## src/rtl/debug_pkg.sv

```systemverilog
// ============================================================================
// Module : debug_pkg
// Brief  : Shared state encoding and constants for the debug dump reader.
// Rev    : 1.0  initial release
// ============================================================================
`default_nettype none

package debug_pkg;

    localparam int        DBG_ADDR_W = 7;
    localparam logic [7:0] DBG_HDR0  = 8'hA5;
    localparam logic [7:0] DBG_HDR1  = 8'h5A;

    typedef enum logic [3:0] {
        IDLE    = 4'd0,
        SETADDR = 4'd1,
        SETTLE  = 4'd2,
        CAPTURE = 4'd3,
        SEND    = 4'd4,
        NEXT    = 4'd5,
        DONE    = 4'd6,
        HDR0    = 4'd7,
        HDR1    = 4'd8,
        CKSUM   = 4'd9
    } dbg_state_t;

endpackage

`default_nettype wire

```

## src/rtl/debug_byte_serializer.sv

```systemverilog
// ============================================================================
// Module : debug_byte_serializer
// Brief  : Splits a 32-bit word into MSB-first bytes on a valid/ready port.
//          With DEBUG_DUMP_FRAME_EN it also sends single bytes and keeps the
//          running XOR of all word bytes.
// Rev    : 1.0  initial release
// ============================================================================
`default_nettype none

module debug_byte_serializer
    import debug_pkg::*;
(
    input  logic        clk,
    input  logic        rst,
    input  logic        i_word_load,
    input  logic [31:0] i_word,
`ifdef DEBUG_DUMP_FRAME_EN
    input  logic        i_byte_load,
    input  logic [7:0]  i_byte,
    input  logic        i_cksum_clr,
    output logic [7:0]  o_cksum,
`endif
    input  logic        i_tx_ready,
    output logic [7:0]  o_tx_data,
    output logic        o_tx_valid,
    output logic        o_fin
);

    logic [31:0] r_word;
    logic [1:0]  r_idx;
    logic        r_valid;
    logic        w_xfer;
    logic        w_last;

    assign w_xfer     = r_valid & i_tx_ready;
    assign o_tx_valid = r_valid;
    assign o_fin      = w_xfer & w_last;

    always_comb begin
        o_tx_data = r_word[31:24];
        case (r_idx)
            2'd1:    o_tx_data = r_word[23:16];
            2'd2:    o_tx_data = r_word[15:8];
            2'd3:    o_tx_data = r_word[7:0];
            default: o_tx_data = r_word[31:24];
        endcase
    end

`ifdef DEBUG_DUMP_FRAME_EN
    // Single bytes (header/checksum) sit in the top lane and end after one transfer.
    logic       r_single;
    logic [7:0] r_xor;

    assign w_last  = r_single | (r_idx == 2'd3);
    assign o_cksum = r_xor;

    always_ff @(posedge clk or posedge rst) begin
        if (rst) begin
            r_xor <= 8'h00;
        end else if (i_cksum_clr) begin
            r_xor <= 8'h00;
        end else if (w_xfer && !r_single) begin
            r_xor <= r_xor ^ o_tx_data;
        end
    end
`else
    assign w_last = (r_idx == 2'd3);
`endif

    always_ff @(posedge clk or posedge rst) begin
        if (rst) begin
            r_word  <= 32'h0;
            r_idx   <= 2'd0;
            r_valid <= 1'b0;
`ifdef DEBUG_DUMP_FRAME_EN
            r_single <= 1'b0;
`endif
        end else if (i_word_load) begin
            r_word  <= i_word;
            r_idx   <= 2'd0;
            r_valid <= 1'b1;
`ifdef DEBUG_DUMP_FRAME_EN
            r_single <= 1'b0;
        end else if (i_byte_load) begin
            r_word   <= {i_byte, 24'h0};
            r_idx    <= 2'd0;
            r_valid  <= 1'b1;
            r_single <= 1'b1;
`endif
        end else if (w_xfer) begin
            if (w_last) begin
                r_valid <= 1'b0;
            end else begin
                r_idx <= r_idx + 2'd1;
            end
        end
    end

endmodule

`default_nettype wire

```

## src/rtl/debug_dump_reader.sv

```systemverilog
// ============================================================================
// Module : debug_dump_reader
// Brief  : Freezes the core, sweeps debug_addr, streams each captured word as
//          bytes; generates single-step pulses when idle.
// Build  : define DEBUG_DUMP_FRAME_EN for A5 5A header and XOR checksum byte.
// Rev    : 1.0  initial release
// ============================================================================
`default_nettype none

module debug_dump_reader
    import debug_pkg::*;
#(
    parameter int ADDR_FIRST    = 0,
    parameter int ADDR_LAST     = 63,
    parameter int SETTLE_CYCLES = 2,
    parameter int STEP_PULSE    = 1
) (
    input  logic                  clk,
    input  logic                  rst,
    input  logic                  start,
    input  logic                  halt,
    input  logic                  step_req,
    output logic                  debug_en,
    output logic                  debug_step,
    output logic [DBG_ADDR_W-1:0] debug_addr,
    input  logic [31:0]           debug_data,
    output logic [7:0]            tx_data,
    output logic                  tx_valid,
    input  logic                  tx_ready,
    output logic                  busy,
    output logic                  done
);

    localparam logic [DBG_ADDR_W-1:0] c_addr_first = DBG_ADDR_W'(ADDR_FIRST);
    localparam logic [DBG_ADDR_W-1:0] c_addr_last  = DBG_ADDR_W'(ADDR_LAST);
    localparam logic [3:0]            c_settle     = 4'(SETTLE_CYCLES);
    localparam logic [3:0]            c_step       = 4'(STEP_PULSE);

    if (ADDR_LAST > 127 || ADDR_FIRST < 0 || ADDR_FIRST > ADDR_LAST) begin : g_chk_addr
        $error("debug_dump_reader: address range must satisfy 0 <= ADDR_FIRST <= ADDR_LAST <= 127");
    end
    if (SETTLE_CYCLES < 1 || SETTLE_CYCLES > 15) begin : g_chk_settle
        $error("debug_dump_reader: SETTLE_CYCLES must be 1..15");
    end
    if (STEP_PULSE < 1 || STEP_PULSE > 15) begin : g_chk_step
        $error("debug_dump_reader: STEP_PULSE must be 1..15");
    end

    dbg_state_t            r_state;
    logic [DBG_ADDR_W-1:0] r_addr;
    logic [3:0]            r_settle;
    logic [3:0]            r_step_cnt;
    logic                  r_busy;
    logic                  r_done;
    logic                  r_step;
    logic                  w_fin;
    logic                  w_word_load;
    logic                  w_last_addr;

    assign w_word_load = (r_state == CAPTURE);
    assign w_last_addr = (r_addr == c_addr_last);

    assign debug_en   = halt | r_busy;
    assign debug_step = r_step;
    assign debug_addr = r_addr;
    assign busy       = r_busy;
    assign done       = r_done;

`ifdef DEBUG_DUMP_FRAME_EN
    logic       w_byte_load;
    logic [7:0] w_byte;
    logic [7:0] w_cksum;
    logic       w_cksum_clr;

    assign w_cksum_clr = (r_state == IDLE) & start;

    always_comb begin
        w_byte_load = 1'b0;
        w_byte      = DBG_HDR0;
        case (r_state)
            IDLE:    w_byte_load = start;
            HDR0: begin
                w_byte_load = w_fin;
                w_byte      = DBG_HDR1;
            end
            NEXT: begin
                w_byte_load = w_last_addr;
                w_byte      = w_cksum;
            end
            default: w_byte_load = 1'b0;
        endcase
    end
`endif

    debug_byte_serializer u_ser (
        .clk         (clk),
        .rst         (rst),
        .i_word_load (w_word_load),
        .i_word      (debug_data),
`ifdef DEBUG_DUMP_FRAME_EN
        .i_byte_load (w_byte_load),
        .i_byte      (w_byte),
        .i_cksum_clr (w_cksum_clr),
        .o_cksum     (w_cksum),
`endif
        .i_tx_ready  (tx_ready),
        .o_tx_data   (tx_data),
        .o_tx_valid  (tx_valid),
        .o_fin       (w_fin)
    );

    always_ff @(posedge clk or posedge rst) begin
        if (rst) begin
            r_state  <= IDLE;
            r_addr   <= c_addr_first;
            r_settle <= 4'd0;
            r_busy   <= 1'b0;
            r_done   <= 1'b0;
        end else begin
            r_done <= 1'b0;
            case (r_state)
                IDLE: begin
                    if (start) begin
                        r_addr <= c_addr_first;
                        r_busy <= 1'b1;
`ifdef DEBUG_DUMP_FRAME_EN
                        r_state <= HDR0;
`else
                        r_state <= SETADDR;
`endif
                    end
                end
`ifdef DEBUG_DUMP_FRAME_EN
                HDR0:  if (w_fin) r_state <= HDR1;
                HDR1:  if (w_fin) r_state <= SETADDR;
                CKSUM: begin
                    if (w_fin) begin
                        r_state <= DONE;
                        r_done  <= 1'b1;
                    end
                end
`endif
                SETADDR: begin
                    r_settle <= c_settle;
                    r_state  <= SETTLE;
                end
                SETTLE: begin
                    r_settle <= r_settle - 4'd1;
                    if (r_settle == 4'd1) r_state <= CAPTURE;
                end
                CAPTURE: r_state <= SEND;
                SEND:    if (w_fin) r_state <= NEXT;
                NEXT: begin
                    if (w_last_addr) begin
`ifdef DEBUG_DUMP_FRAME_EN
                        r_state <= CKSUM;
`else
                        r_state <= DONE;
                        r_done  <= 1'b1;
`endif
                    end else begin
                        r_addr  <= r_addr + DBG_ADDR_W'(1);
                        r_state <= SETADDR;
                    end
                end
                DONE: begin
                    r_busy  <= 1'b0;
                    r_addr  <= c_addr_first;
                    r_state <= IDLE;
                end
                default: r_state <= IDLE;
            endcase
        end
    end

    // Steps are only honoured from IDLE; a start always kills a pending pulse.
    always_ff @(posedge clk or posedge rst) begin
        if (rst) begin
            r_step     <= 1'b0;
            r_step_cnt <= 4'd0;
        end else if (r_state == IDLE && start) begin
            r_step     <= 1'b0;
            r_step_cnt <= 4'd0;
        end else if (r_step) begin
            r_step_cnt <= r_step_cnt - 4'd1;
            if (r_step_cnt == 4'd1) r_step <= 1'b0;
        end else if (r_state == IDLE && step_req) begin
            r_step     <= 1'b1;
            r_step_cnt <= c_step;
        end
    end

endmodule

`default_nettype wire

```

## config.mk

```make
export PLATFORM = sky130hd
export DESIGN_NAME = debug_dump_reader
export DESIGN_NICKNAME = d
export VERILOG_FILES = /design/src/rtl/debug_pkg.sv /design/src/rtl/debug_byte_serializer.sv /design/src/rtl/debug_dump_reader.sv
export SDC_FILE = /design/constraint.sdc
export NUM_CORES = 1
export LEC_CHECK = 0
export BUFFER_PORTS_ARGS = -buffer_cell sky130_fd_sc_hd__buf_2
export CAP_MARGIN = 20
export CORE_AREA = 8 8 92 94
export DETAILED_ROUTE_END_ITERATION = 16
export DIE_AREA = 0 0 100 102
export GPL_TIMING_DRIVEN = 0
export SLEW_MARGIN = 20
export SYNTH_ARGS = -nofsm -noshare
export SYNTH_HDL_FRONTEND = slang
export SYNTH_SLANG_ARGS = --single-unit
export TNS_END_PERCENT = 100
```

## constraint.sdc

```tcl
create_clock -name clk -period 2.38 [get_ports clk]
set_clock_uncertainty 0.2 [all_clocks]
set_input_delay 0.476 -clock clk [delete_from_list [all_inputs] [get_ports clk]]
set_output_delay 0.476 -clock clk [all_outputs]
set_load 0.05 [all_outputs]
```

Yosys cells after proc, flatten, opt, wreduce, memory -nomap -nowiden

Index checks and enable logic that the tools add are counted.
Widths: inputs -> output; s select.

Output and inout port bits: 20
Bits in registers: 57
Word-level logic and storage cells: 75
Bits of input ports: 38

Multiplexer cells: 27
Equal/unequal tests: 17
Bitwise operators: 3
Reduce and logical (&&, ||, !) cells: 14
Add/subtract/negate cells: 4

Operators by type and width:

| kind                | count |
|---|---|
| $mux 4              | 6 |
| $pmux 4 s6          | 1 |
| $pmux 8 s3          | 1 |
| $pmux 7 s3          | 1 |
| $mux 7              | 2 |
| $eq 4x1->1 const B  | 3 |
| $eq 4x3->1 const B  | 3 |
| $mux 1              | 10 |
| $eq 4x2->1 const B  | 2 |
| $pmux 4 s2          | 1 |
| $reduce_bool 2->1   | 4 |
| $sub 4x1->4 const B | 2 |
| $add 7x1->7 const B | 1 |
| $eq 7x6->1 const B  | 1 |
| $mux 2              | 3 |
| $ne 2x2->1 const B  | 3 |
| $reduce_and 2->1    | 3 |
| $reduce_and 3->1    | 2 |
| $reduce_bool 3->1   | 2 |
| $eq 2x2->1 const B  | 2 |
| $logic_not 4->1     | 1 |
| $ne 2x1->1 const B  | 2 |
| $mux 3              | 1 |
| $add 2x1->2 const B | 1 |
| 5 further kinds     | 7 |

Logic depth before layout (Yosys ltp)

Gate-level depths: netlist of the first run.

Depth in word-level cells: 5
Mapped depth: 6
Mapped depth without buffers: 6

Cells and area by module

From an unflattened synthesis of the first run, not the netlist that was laid out.

Cell total of the unflattened synthesis: 254
Area total of the unflattened synthesis: 2808.9 um^2

By module, submodules not included:

| module                | area an instance (um^2) | instances | cells each |
|---|---|---|---|
| debug_byte_serializer | 1607.8                  | 1         | 125 |
| debug_dump_reader     | 1201.2                  | 1         | 129 |

Worst setup path after synthesis of the first run

No wires, ideal clock.

Path kind: register -> output
Start point: register u_ser.r_idx[0]
End point: output tx_data[0]
Stages on the path, launching flop included: 5
Required time: 1.704 ns
Data arrival time: 1.907 ns
Setup slack: -0.203 ns
Cells stage by stage: dfrtp_1 -> inv_1 -> ha_1 -> clkbuf_1 -> mux2i_1

Word-level cells in the longest chain between the ends: 2

Ends and longest elaborated chain:

| item                                            | RTL line                    | text |
|---|---|---|
| from (decl)                                     | debug_byte_serializer.sv:30 | `logic [1:0] r_idx;` |
| from (signal assigned)                          | debug_byte_serializer.sv:94 | `r_idx <= r_idx + 2'd1;` |
| $eq 2x2->1 / $eq 2x1->1 (equally long branches) | debug_byte_serializer.sv:41 | `case (r_idx)` |
| $pmux 8 s3 (*)                                  | debug_byte_serializer.sv:41 |  |
| to (decl)                                       | debug_dump_reader.sv:27     | `output logic [7:0] tx_data,` |

Every way passes the cells marked *; elsewhere a longest branch is shown, timed or not.

Final worst setup path of the first run

Start point: register u_ser.r_idx[1]
End point: output tx_data[3]

Same word-level chain as after synthesis.

==> results.json, run 1 <==
{
  "outcome": "finished with violations",
  "violations": "negative setup slack",
  "io_pins": 58,
  "ys_seq_area_share_pct": 51.7,
  "grt_pass1_vias": 2323,
  "core.rowCount": 31,
  "worst-r2r-setup-slack_ns": 0.43,
  "setup_slack_ns": -0.0770,
  "grt_use_total_pct": 13.1,
  "placed_area_um2": 3150,
  "ys_warn_count": 0,
  "pwr_density_cell_nw_per_um2": 1380,
  "slew_viol_final": 0,
  "max_stage_delay_ns": 0.46,
  "drv_cap": 0,
  "routed_wl_mm": 6.31,
  "drc": 0,
  "cts_tree": "yes",
  "vias": 2138,
  "min_period_ns": 2.46,
  "clockBufferDepth": 2,
  "max_freq_mhz": 407,
  "synth_cell_types": 40,
  "r2r-end": "r_state[0]",
  "critPathCaptureType": "primary output",
  "grt_pass1_wl_mm": 10.7,
  "startpoint": "u_ser.r_idx[1]",
  "hpwl_mm": 4.54,
  "hold_path_class": "in2reg",
  "fin_area_um2": 3370,
  "grt_max_degree": 46,
  "netlist_instances": 250,
  "core_um2": 7060,
  "hold_viol": 0,
  "rr_worst_depth": 4,
  "via_per_inst": 5.11,
  "tightestPinTransition_ns": 0.648,
  "numCtsBuffers": 5,
  "crit_type": "reg2out",
  "cp.arrival_ns": 1.78,
  "reg2reg_from": "debug_addr[0]",
  "drt_iter0_markers": 100,
  "num_antenna_cells": 0,
  "cp_slowest_cell": "dfrtp_2",
  "htreeDepth": 2,
  "wl_per_cell_um": 15.1,
  "period_share_pct": 103,
  "cts_sinks": 56,
  "clock-root-buffer": "clkbuf_8",
  "ir_drop_uv": 793,
  "p_leak_nw": 1.53,
  "place.gp.congestion": 0.859,
  "crit_path_max_fanout": 8,
  "final_cell_mix": "dfrtp_1 (54), buf_2 (52), mux2_2 (24)",
  "clock_latency_ns": 0.31,
  "fin_nets": 365,
  "cp_common_cell": "buf_4",
  "pre_cts_slack_ns": -0.0560,
  "ant_nets": 0,
  "slew_headroom_pct": 56.6,
  "start_util_pct": 38.4,
  "cp.required_ns": 1.70,
  "cp_cell_sequence": "buf_6 > ha_4 > buf_4 > a222oi_1 > mux2i_1 > buf_4",
  "avgSynthCellArea_um2": 10.8,
  "antenna_found_initial": 0,
  "finalSetupViolations": 8,
  "drive_gt1_share_pct": 36.4,
  "final_common_cell": "dfrtp_1",
  "crit_end": "tx_data[3]",
  "path_clk_slew_ns": 0.10,
  "ys_ff_latch": 56,
  "first_pass_iters": 6,
  "area_growth_pct": 24.3,
  "syn_nets": 297,
  "die_y_um": 102,
  "synth_area_um2": 2710,
  "cp-start-kind": "flip-flop",
  "portBuffers": 57,
  "die_w_um": 100,
  "die_area_um2": 10200,
  "overflow": 0,
  "rsz0062_at_grt": "yes"
}
## how the worst min path moves through the flow
| stage | start | end | slack (ns) | cells after the start |
|---|---|---|---|---|
| 2_1_floorplan | u_ser.r_word[21] | u_ser.r_word[21] | 0.26 | 1 |
| 3_3_place_gp | u_ser.r_word[21] | u_ser.r_word[21] | 0.27 | 1 |
| 3_5_place_dp | rst | r_step_cnt[2] | 0.21 | 2 |
| 4_1_cts | debug_data[29] | u_ser.r_word[29] | 0.16 | 3 |
| 5_1_grt | debug_data[29] | u_ser.r_word[29] | 0.16 | 3 |
| 6_report | debug_data[29] | u_ser.r_word[29] | 0.16 | 3 |
## area by class of cell
| class | count | area (µm²) |
|---|---|---|
| fill | 702 | 3690 |
| sequential | 56 | 1400 |
| multi-input combinational | 160 | 1220 |
| timing repair buffer | 64 | 388 |
| tap | 99 | 124 |
| inverter | 22 | 85.1 |
| clock buffer | 5 | 68.8 |
| buffer | 9 | 56.3 |
| clock inverter | 3 | 22.5 |
## power by group
| part | internal (W) | switching (W) | leakage [nW] |
|---|---|---|---|
| clock | 0.000212 | 0.000322 | 0.0485 |
| combinational | 0.000993 | 0.00147 | 0.799 |
| sequential | 0.00136 | 0.000289 | 0.685 |
| total | 0.00256 | 0.00208 | 1.53 |
## state kept, by name, indices dropped and copies added (netlist names)
register          count
debug_addr            7
r_state               3
r_settle              4
u_ser.r_word         32
r_step_cnt            4
debug_step            1
done                  1
busy                  1
u_ser.r_idx           2
u_ser.o_tx_valid      1
## per-layer routing
metal	up-vias	part of all wire, %	GRT usage [%]	wire, µm
met2	63	49	23.1	3090
met3	4	7.2	3.81	451
met4	0	0.63	2.91	40
li1	1020	-	-	-
met1	1051	43	15.4	2720
met5	-	0	0	0
## repair_timing
action / in CTS / in global routing
setup endpoints to repair: 8 / 8
cloned: 1 / 0
endpoints found under the hold margin: 11 / 0
pin swaps: 7 / 5
hold buffers: 1 / 0
resized for setup: 17 / 10
buffers inserted: 2 / 2
## cell usage after synthesis (all sizes together)
cell | instances | area (µm²)
dfrtp | 56 | 1400
mux2 | 25 | 282
nand2 | 23 | 86.3
inv | 22 | 82.6
o21ai | 19 | 95.1
a21oi | 12 | 60.1
mux2i | 11 | 110
nor2 | 10 | 37.5
ha | 9 | 113
a222oi | 8 | 80.1
clkbuf | 7 | 26.3
nor3 | 6 | 41.3
buf | 5 | 30.0
nand3 | 5 | 25.0
nor2b | 3 | 18.8
nor4 | 3 | 18.8
o31ai | 3 | 27.5
a31oi | 2 | 12.5
nand4 | 2 | 12.5
o22ai | 2 | 12.5
or3 | 2 | 12.5
xnor2 | 2 | 17.5
a211oi | 1 | 7.51
a21boi | 1 | 7.51
a21o | 1 | 7.51
a22oi | 1 | 7.51
and2 | 1 | 6.26
and3b | 1 | 8.76
nand3b | 1 | 7.51
nor4b | 1 | 15.0
o211ai | 1 | 7.51
o311ai | 1 | 8.76
o32ai | 1 | 8.76
or2 | 1 | 6.26
xor2 | 1 | 8.76
## kinds of logic (layout without fill, tap and decap cells)
kind of cell	after synthesis	in the layout	synth area share [%]
and+or+nand+nor	59	59	10.9
DFF	56	56	51.7
adders and majority gates	9	9	4.16
muxes	36	36	14.5
xor gates and xnor gates	3	3	0.970
buffers and inverters	34	103	5.12
AOI/OAI and AO/OA	53	53	12.7
## worst max-delay path: cells and delay by family (launching register included)
family / cells / cell delay, ns
compound gates: 1 / 0.22
fa+ha+maj: 1 / 0.19
buf+inv: 3 / 0.48
flops: 1 / 0.46
mux: 1 / 0.12
## stage by stage
step | util [%] | setup TNS (ns) | total power (W) | hold slack, ns | std cells
floorplan | - | -1.63 | 0.00333 | 0.258 | 250
global placement | 44.2 | -28.98 | 0.00383 | 0.268 | 406
detailed placement | 44.6 | -0.212 | 0.00389 | 0.207 | 407
CTS | 47.1 | -0.462 | 0.00463 | 0.161 | 416
global route | 47.7 | -1.14 | 0.00500 | 0.163 | 418
finish | 47.7 | -0.365 | 0.00465 | 0.164 | 418
(Power assumes the default switching activity.)
==> run 2, diff against run 1 <==
--- a/config.mk
+++ b/config.mk
@@ -6,10 +6,10 @@
 export NUM_CORES = 1
 export LEC_CHECK = 0
 export BUFFER_PORTS_ARGS = -buffer_cell sky130_fd_sc_hd__buf_2
-export CAP_MARGIN = 20
-export CORE_AREA = 8 8 92 94
+export CAP_MARGIN = 25
+export CORE_AREA = 2 2 86 88
 export DETAILED_ROUTE_END_ITERATION = 16
-export DIE_AREA = 0 0 100 102
+export DIE_AREA = 0 0 88 90
 export GPL_TIMING_DRIVEN = 0
 export SLEW_MARGIN = 20
 export SYNTH_ARGS = -nofsm -noshare
==> results.json, run 2 (synthesis results as in run 1) <==
{
  "p_switching_w": 0.00207,
  "htreeDepth": 2,
  "cp_cell_sequence": "ha_4 > clkbuf_8 > a222oi_1 > mux2i_1 > buf_4",
  "rsz0062_at_grt": "yes",
  "cp.arrival_ns": 1.78,
  "wl_per_cell_um": 14.1,
  "r2r-end": "r_state[0]",
  "antenna_found_initial": 0,
  "period_share_pct": 103,
  "hpwl_mm": 3.99,
  "clock_latency_ns": 0.31,
  "hold_viol": 0,
  "ant_nets": 0,
  "largest_reg_flops": 32,
  "pwr_density_cell_nw_per_um2": 1380,
  "critPathCaptureType": "primary output",
  "core.rowCount": 31,
  "intPower_w": 0.00255,
  "clockBufferDepth": 2,
  "outcome": "finished with violations",
  "drc": 0,
  "area_growth_pct": 23.5,
  "finalSetupViolations": 7,
  "grt_max_degree": 57,
  "final_util_pct": 47.7,
  "start_util_pct": 38.6,
  "max_stage_delay_ns": 0.46,
  "tightestPinTransition_ns": 0.586,
  "num_antenna_cells": 0,
  "drv_cap": 0,
  "swShare_pct": 44.8,
  "cts_tree": "yes",
  "dr_wl_met3_um": 327,
  "p_leak_nw": 1.52,
  "fin_nets": 362,
  "die_area_um2": 7920,
  "crit_type": "reg2out",
  "dr_wl_met2_mm": 2.86,
  "reg2reg_from": "debug_addr[0]",
  "cp-start-kind": "flip-flop",
  "overflow": 0,
  "violations": "negative setup slack",
  "grt_pass1_vias": 1971,
  "cp_slowest_cell": "dfrtp_2",
  "portBuffers": 57,
  "io_pins": 58,
  "setup_slack_ns": -0.0723,
  "top_register": "u_ser.r_word",
  "die_w_um": 88,
  "first_pass_iters": 5,
  "clock-root-buffer": "clkbuf_8",
  "path_clk_slew_ns": 0.11,
  "hold_path_class": "in2async",
  "max_freq_mhz": 408,
  "cp.required_ns": 1.70,
  "min_period_ns": 2.45,
  "crit_path_max_fanout": 5,
  "slew_headroom_pct": 60.7,
  "slew_viol_final": 0,
  "worst-r2r-setup-slack_ns": 0.47,
  "core_um2": 7020,
  "final_cell_mix": "dfrtp_1 (54), buf_2 (52), mux2_2 (24)",
  "die_y_um": 90,
  "grt_use_total_pct": 15.2,
  "drive_gt1_share_pct": 35.8,
  "cts_sinks": 56,
  "vias": 2085,
  "cts_hold_buffers": 0,
  "fin_area_um2": 3350,
  "pre_cts_slack_ns": -0.0265,
  "met1_length_mm": 2.64,
  "top_layer": "met4",
  "numCtsBuffers": 5,
  "final_common_cell": "dfrtp_1",
  "combinationalPowerShare_pct": 52.6,
  "placed_area_um2": 3150,
  "place.gp.congestion": 0.829,
  "seqPwrFrac_pct": 35.5,
  "routed_wl_mm": 5.87,
  "drt_iter0_markers": 124,
  "grt_pass1_wl_mm": 9.47,
  "power_frac_clock_pct": 11.9,
  "ir_drop_uv": 761,
  "via_per_inst": 5.02,
  "rr_worst_depth": 4
}
run 2: cell types whose count changed in the layout (fill, tap and decap cells not counted), sizes merged:
cell | previous run | this run
clkinv | 2 | 1
clkbuf | 8 | 9
clkinvlp | 0 | 1
buf | 69 | 66
dlygate4sd3 | 1 | 0
run 2: repair_timing:
item,CTS,global route
gates cloned,1,0
setup endpoints to repair,8,8
pin swaps,6,5
buffers inserted,0,2
resized for setup,16,8
run 2: layer usage:
metal  up-vias  global-route usage (%)
met5         -                       0
met4         0                    3.08
met3         5                    3.21
met2        65                    24.9
met1      1001                    20.7
li1       1014                       -
run 2: area by class of cell:
type / instances / area (µm²)
Multi-Input combinational cell: 160 / 1220
Tap cell: 99 / 124
Clock buffer: 5 / 68.8
Sequential cell: 56 / 1400
Fill cell: 641 / 3670
Inverter: 22 / 85.1
Timing Repair Buffer: 61 / 363
Buffer: 9 / 55.1
Clock inverter: 3 / 27.5
run 2: how the worst max path moves through the flow:
stage	startpoint	endpoint	slack, ns	depth (start not counted)
global placement	rst	u_ser.r_word[1]	-0.48	2
finish	u_ser.r_idx[1]	tx_data[2]	-0.07	5
CTS	u_ser.r_idx[1]	tx_data[6]	-0.08	5
detailed placement	u_ser.r_idx[0]	tx_data[7]	-0.03	5
floorplan	u_ser.r_idx[0]	tx_data[0]	-0.20	4
global route	u_ser.r_idx[1]	tx_data[1]	-0.16	5
run 2: power groups by stage:
stage | Clock [W] | Combinational (W) | Sequential [W]
after global placement | 0 | 0.00218 | 0.00163
after floorplan | 0 | 0.00165 | 0.00168
after detailed placement | 0 | 0.00222 | 0.00164
final | 0.000549 | 0.00243 | 0.00164
after CTS | 0.000578 | 0.00237 | 0.00162
after global routing | 0.000618 | 0.00264 | 0.00169
run 2: through the flow:
step	cells	hold WS [ns]	total power (W)	setup TNS, ns
detailed placement	407	0.288	0.00386	-0.0285
floorplan	250	0.258	0.00333	-1.63
global placement	406	0.272	0.00381	-26.88
global route	415	0.0143	0.00495	-1.11
finish	415	0.00211	0.00461	-0.381
CTS	413	0.0100	0.00457	-0.494
run 2: critical path, delay by kind of cell, from the launching register on:
family | cells | cell delay, ns
fa+ha+maj | 1 | 0.19
mux | 1 | 0.13
buf+inv | 2 | 0.36
flops | 1 | 0.46
compound gates | 1 | 0.32
==> run 3, diff against run 2 <==
--- a/config.mk
+++ b/config.mk
@@ -7,10 +7,11 @@
 export LEC_CHECK = 0
 export BUFFER_PORTS_ARGS = -buffer_cell sky130_fd_sc_hd__buf_2
 export CAP_MARGIN = 25
-export CORE_AREA = 2 2 86 88
+export CORE_AREA = 2 2 77 79
 export DETAILED_ROUTE_END_ITERATION = 16
-export DIE_AREA = 0 0 88 90
+export DIE_AREA = 0 0 79 81
 export GPL_TIMING_DRIVEN = 0
+export PLACE_DENSITY = 0.73
 export SLEW_MARGIN = 20
 export SYNTH_ARGS = -nofsm -noshare
 export SYNTH_HDL_FRONTEND = slang
==> constraint.sdc (replaced) <==
create_clock -name clk -period 2.7 [get_ports clk]
set_clock_uncertainty 0.2 [all_clocks]
set_input_delay 0.54 -clock clk [delete_from_list [all_inputs] [get_ports clk]]
set_output_delay 0.54 -clock clk [all_outputs]
set_load 0.05 [all_outputs]
==> results.json, run 3 (synthesis results as in run 1) <==
{
  "grt_pass1_vias": 2040,
  "place.gp.congestion": 0.836,
  "clock_latency_ns": 0.31,
  "reg2reg_from": "debug_addr[0]",
  "cp_common_cell": "buf_2",
  "first_pass_iters": 4,
  "outcome": "completed",
  "grt_use_total_pct": 18.8,
  "ant_nets": 0,
  "hold_viol": 0,
  "clock-root-buffer": "clkbuf_8",
  "crit_type": "reg2out",
  "core.rowCount": 28,
  "worst-r2r-setup-slack_ns": 0.80,
  "overflow": 0,
  "numCtsBuffers": 5,
  "max_stage_delay_ns": 0.42,
  "slew_headroom_pct": 55.0,
  "critPathCaptureType": "primary output",
  "max_freq_mhz": 387,
  "portBuffers": 57,
  "io_pins": 58,
  "largest_reg_flops": 32,
  "grt_max_degree": 57,
  "cts_tree": "yes",
  "num_antenna_cells": 0,
  "tightestPinTransition_ns": 0.675,
  "stdcell_count": 386,
  "power_frac_clock_pct": 15.6,
  "finalSetupViolations": 0,
  "grt_pass1_wl_mm": 9.28,
  "routed_wl_mm": 5.58,
  "dp.cells": 382,
  "slew_viol_final": 0,
  "pwr_density_cell_nw_per_um2": 1250,
  "min_period_ns": 2.58,
  "cp_cell_sequence": "ha_1 > buf_2 > a222oi_1 > mux2i_1 > buf_2",
  "hold_slack_ns": 0.129,
  "area_growth_pct": 18.7,
  "start_util_pct": 47.8,
  "placed_area_um2": 3090,
  "fin_nets": 358,
  "total_power_w": 0.00402,
  "core_um2": 5680,
  "crit_family": "buffers and inverters",
  "hold_path_class": "in2async",
  "cp.required_ns": 1.96,
  "seqPwrFrac_pct": 35.6,
  "crit_path_max_fanout": 10,
  "drive_gt1_share_pct": 33.4,
  "rsz0062_at_grt": "no",
  "p_switching_w": 0.00176,
  "cp.arrival_ns": 1.84,
  "via_per_inst": 5.41,
  "die_w_um": 79,
  "swShare_pct": 43.6,
  "die_y_um": 81,
  "intPower_w": 0.00227,
  "vias": 2090,
  "cp_slowest_cell": "dfrtp_1",
  "p_leak_nw": 1.50,
  "top_register": "u_ser.r_word",
  "drv_cap": 0,
  "cts_hold_buffers": 0,
  "r2r-end": "r_state[0]",
  "period_share_pct": 95.6,
  "hpwl_mm": 3.94,
  "critPathBufInv": 2,
  "final_cell_mix": "buf_2 (61), dfrtp_1 (56), mux2_2 (24)",
  "antenna_found_initial": 0,
  "fillers": 537,
  "cp-start-kind": "flip-flop",
  "path_clk_slew_ns": 0.09,
  "fin_area_um2": 3220,
  "htreeDepth": 2,
  "cts_sinks": 56,
  "combinationalPowerShare_pct": 48.8,
  "drt_iter0_markers": 128,
  "cts_setup_buffers": 0,
  "rr_worst_depth": 4,
  "drc": 0,
  "clockBufferDepth": 2,
  "final_common_cell": "buf_2",
  "wl_per_cell_um": 14.5,
  "die_area_um2": 6400,
  "ir_drop_uv": 865
}
## run 3: final cells by class
| cell class | instances | area (µm²) | area share (%) |
|---|---|---|---|
| Tap cell | 75 | 93.8 | 2.92 |
| Clock buffer | 5 | 68.8 | 2.14 |
| Buffer | 9 | 46.3 | 1.44 |
| Clock inverter | 2 | 60.1 | 1.87 |
| Inverter | 22 | 85.1 | 2.64 |
| Sequential cell | 56 | 1400 | 43.5 |
| Multi-Input combinational cell | 160 | 1180 | 36.6 |
| Timing Repair Buffer | 57 | 285 | 8.86 |
## run 3: power by group through the flow
stage                     logic [W]  registers (W)  clock network (W)
after global placement      0.00190        0.00143                  0
after floorplan             0.00145        0.00148                  0
after detailed placement    0.00196        0.00145                  0
final                       0.00196        0.00143           0.000628
after global routing        0.00216        0.00148           0.000680
after CTS                   0.00196        0.00143           0.000644
## run 3: per-stage QoR
stage | setup TNS, ns | utilization [%] | worst slack (ns)
CTS | 0 | 56.6 | 0.00258
floorplan | 0 | - | 0.0527
global route | 0 | 56.7 | 0.000734
global placement | -10.05 | 54.4 | -0.181
detailed placement | 0 | 54.5 | 0.267
finish | 0 | 56.7 | 0.119
## run 3: worst reg2reg max path: stages (launching register included)
cell and delay, ns:
dfrtp_1 0.43, ha_1 0.21, nand2_1 0.10, o31ai_2 0.56, o311ai_0 0.24
## run 3: worst max-delay path by stage
stage / start / end / slack [ns] / cells after the start
2_1_floorplan: u_ser.r_idx[0] / tx_data[0] / 0.05 / 4
3_3_place_gp: rst / debug_addr[2] / -0.18 / 2
3_5_place_dp: u_ser.r_idx[0] / tx_data[6] / 0.27 / 5
4_1_cts: u_ser.r_idx[0] / tx_data[7] / 0.003 / 6
5_1_grt: u_ser.r_idx[0] / tx_data[6] / 0.0007 / 5
6_report: u_ser.r_idx[1] / tx_data[7] / 0.12 / 5
## run 3: metal layers
| layer | vias up | track usage (%) | wire length (µm) | part of all wire, % |
|---|---|---|---|---|
| met5 | - | 0 | 0 | 0 |
| met4 | 0 | 5.52 | 49 | 0.88 |
| met3 | 5 | 5.11 | 379 | 6.8 |
| met2 | 65 | 32.3 | 2820 | 50 |
| met1 | 1020 | 23.4 | 2340 | 42 |
| li1 | 1000 | - | - | - |
## run 3: repair_timing
item	CTS	global route
setup endpoints to repair	8	8
pin swaps	0	5
resized for setup	1	4
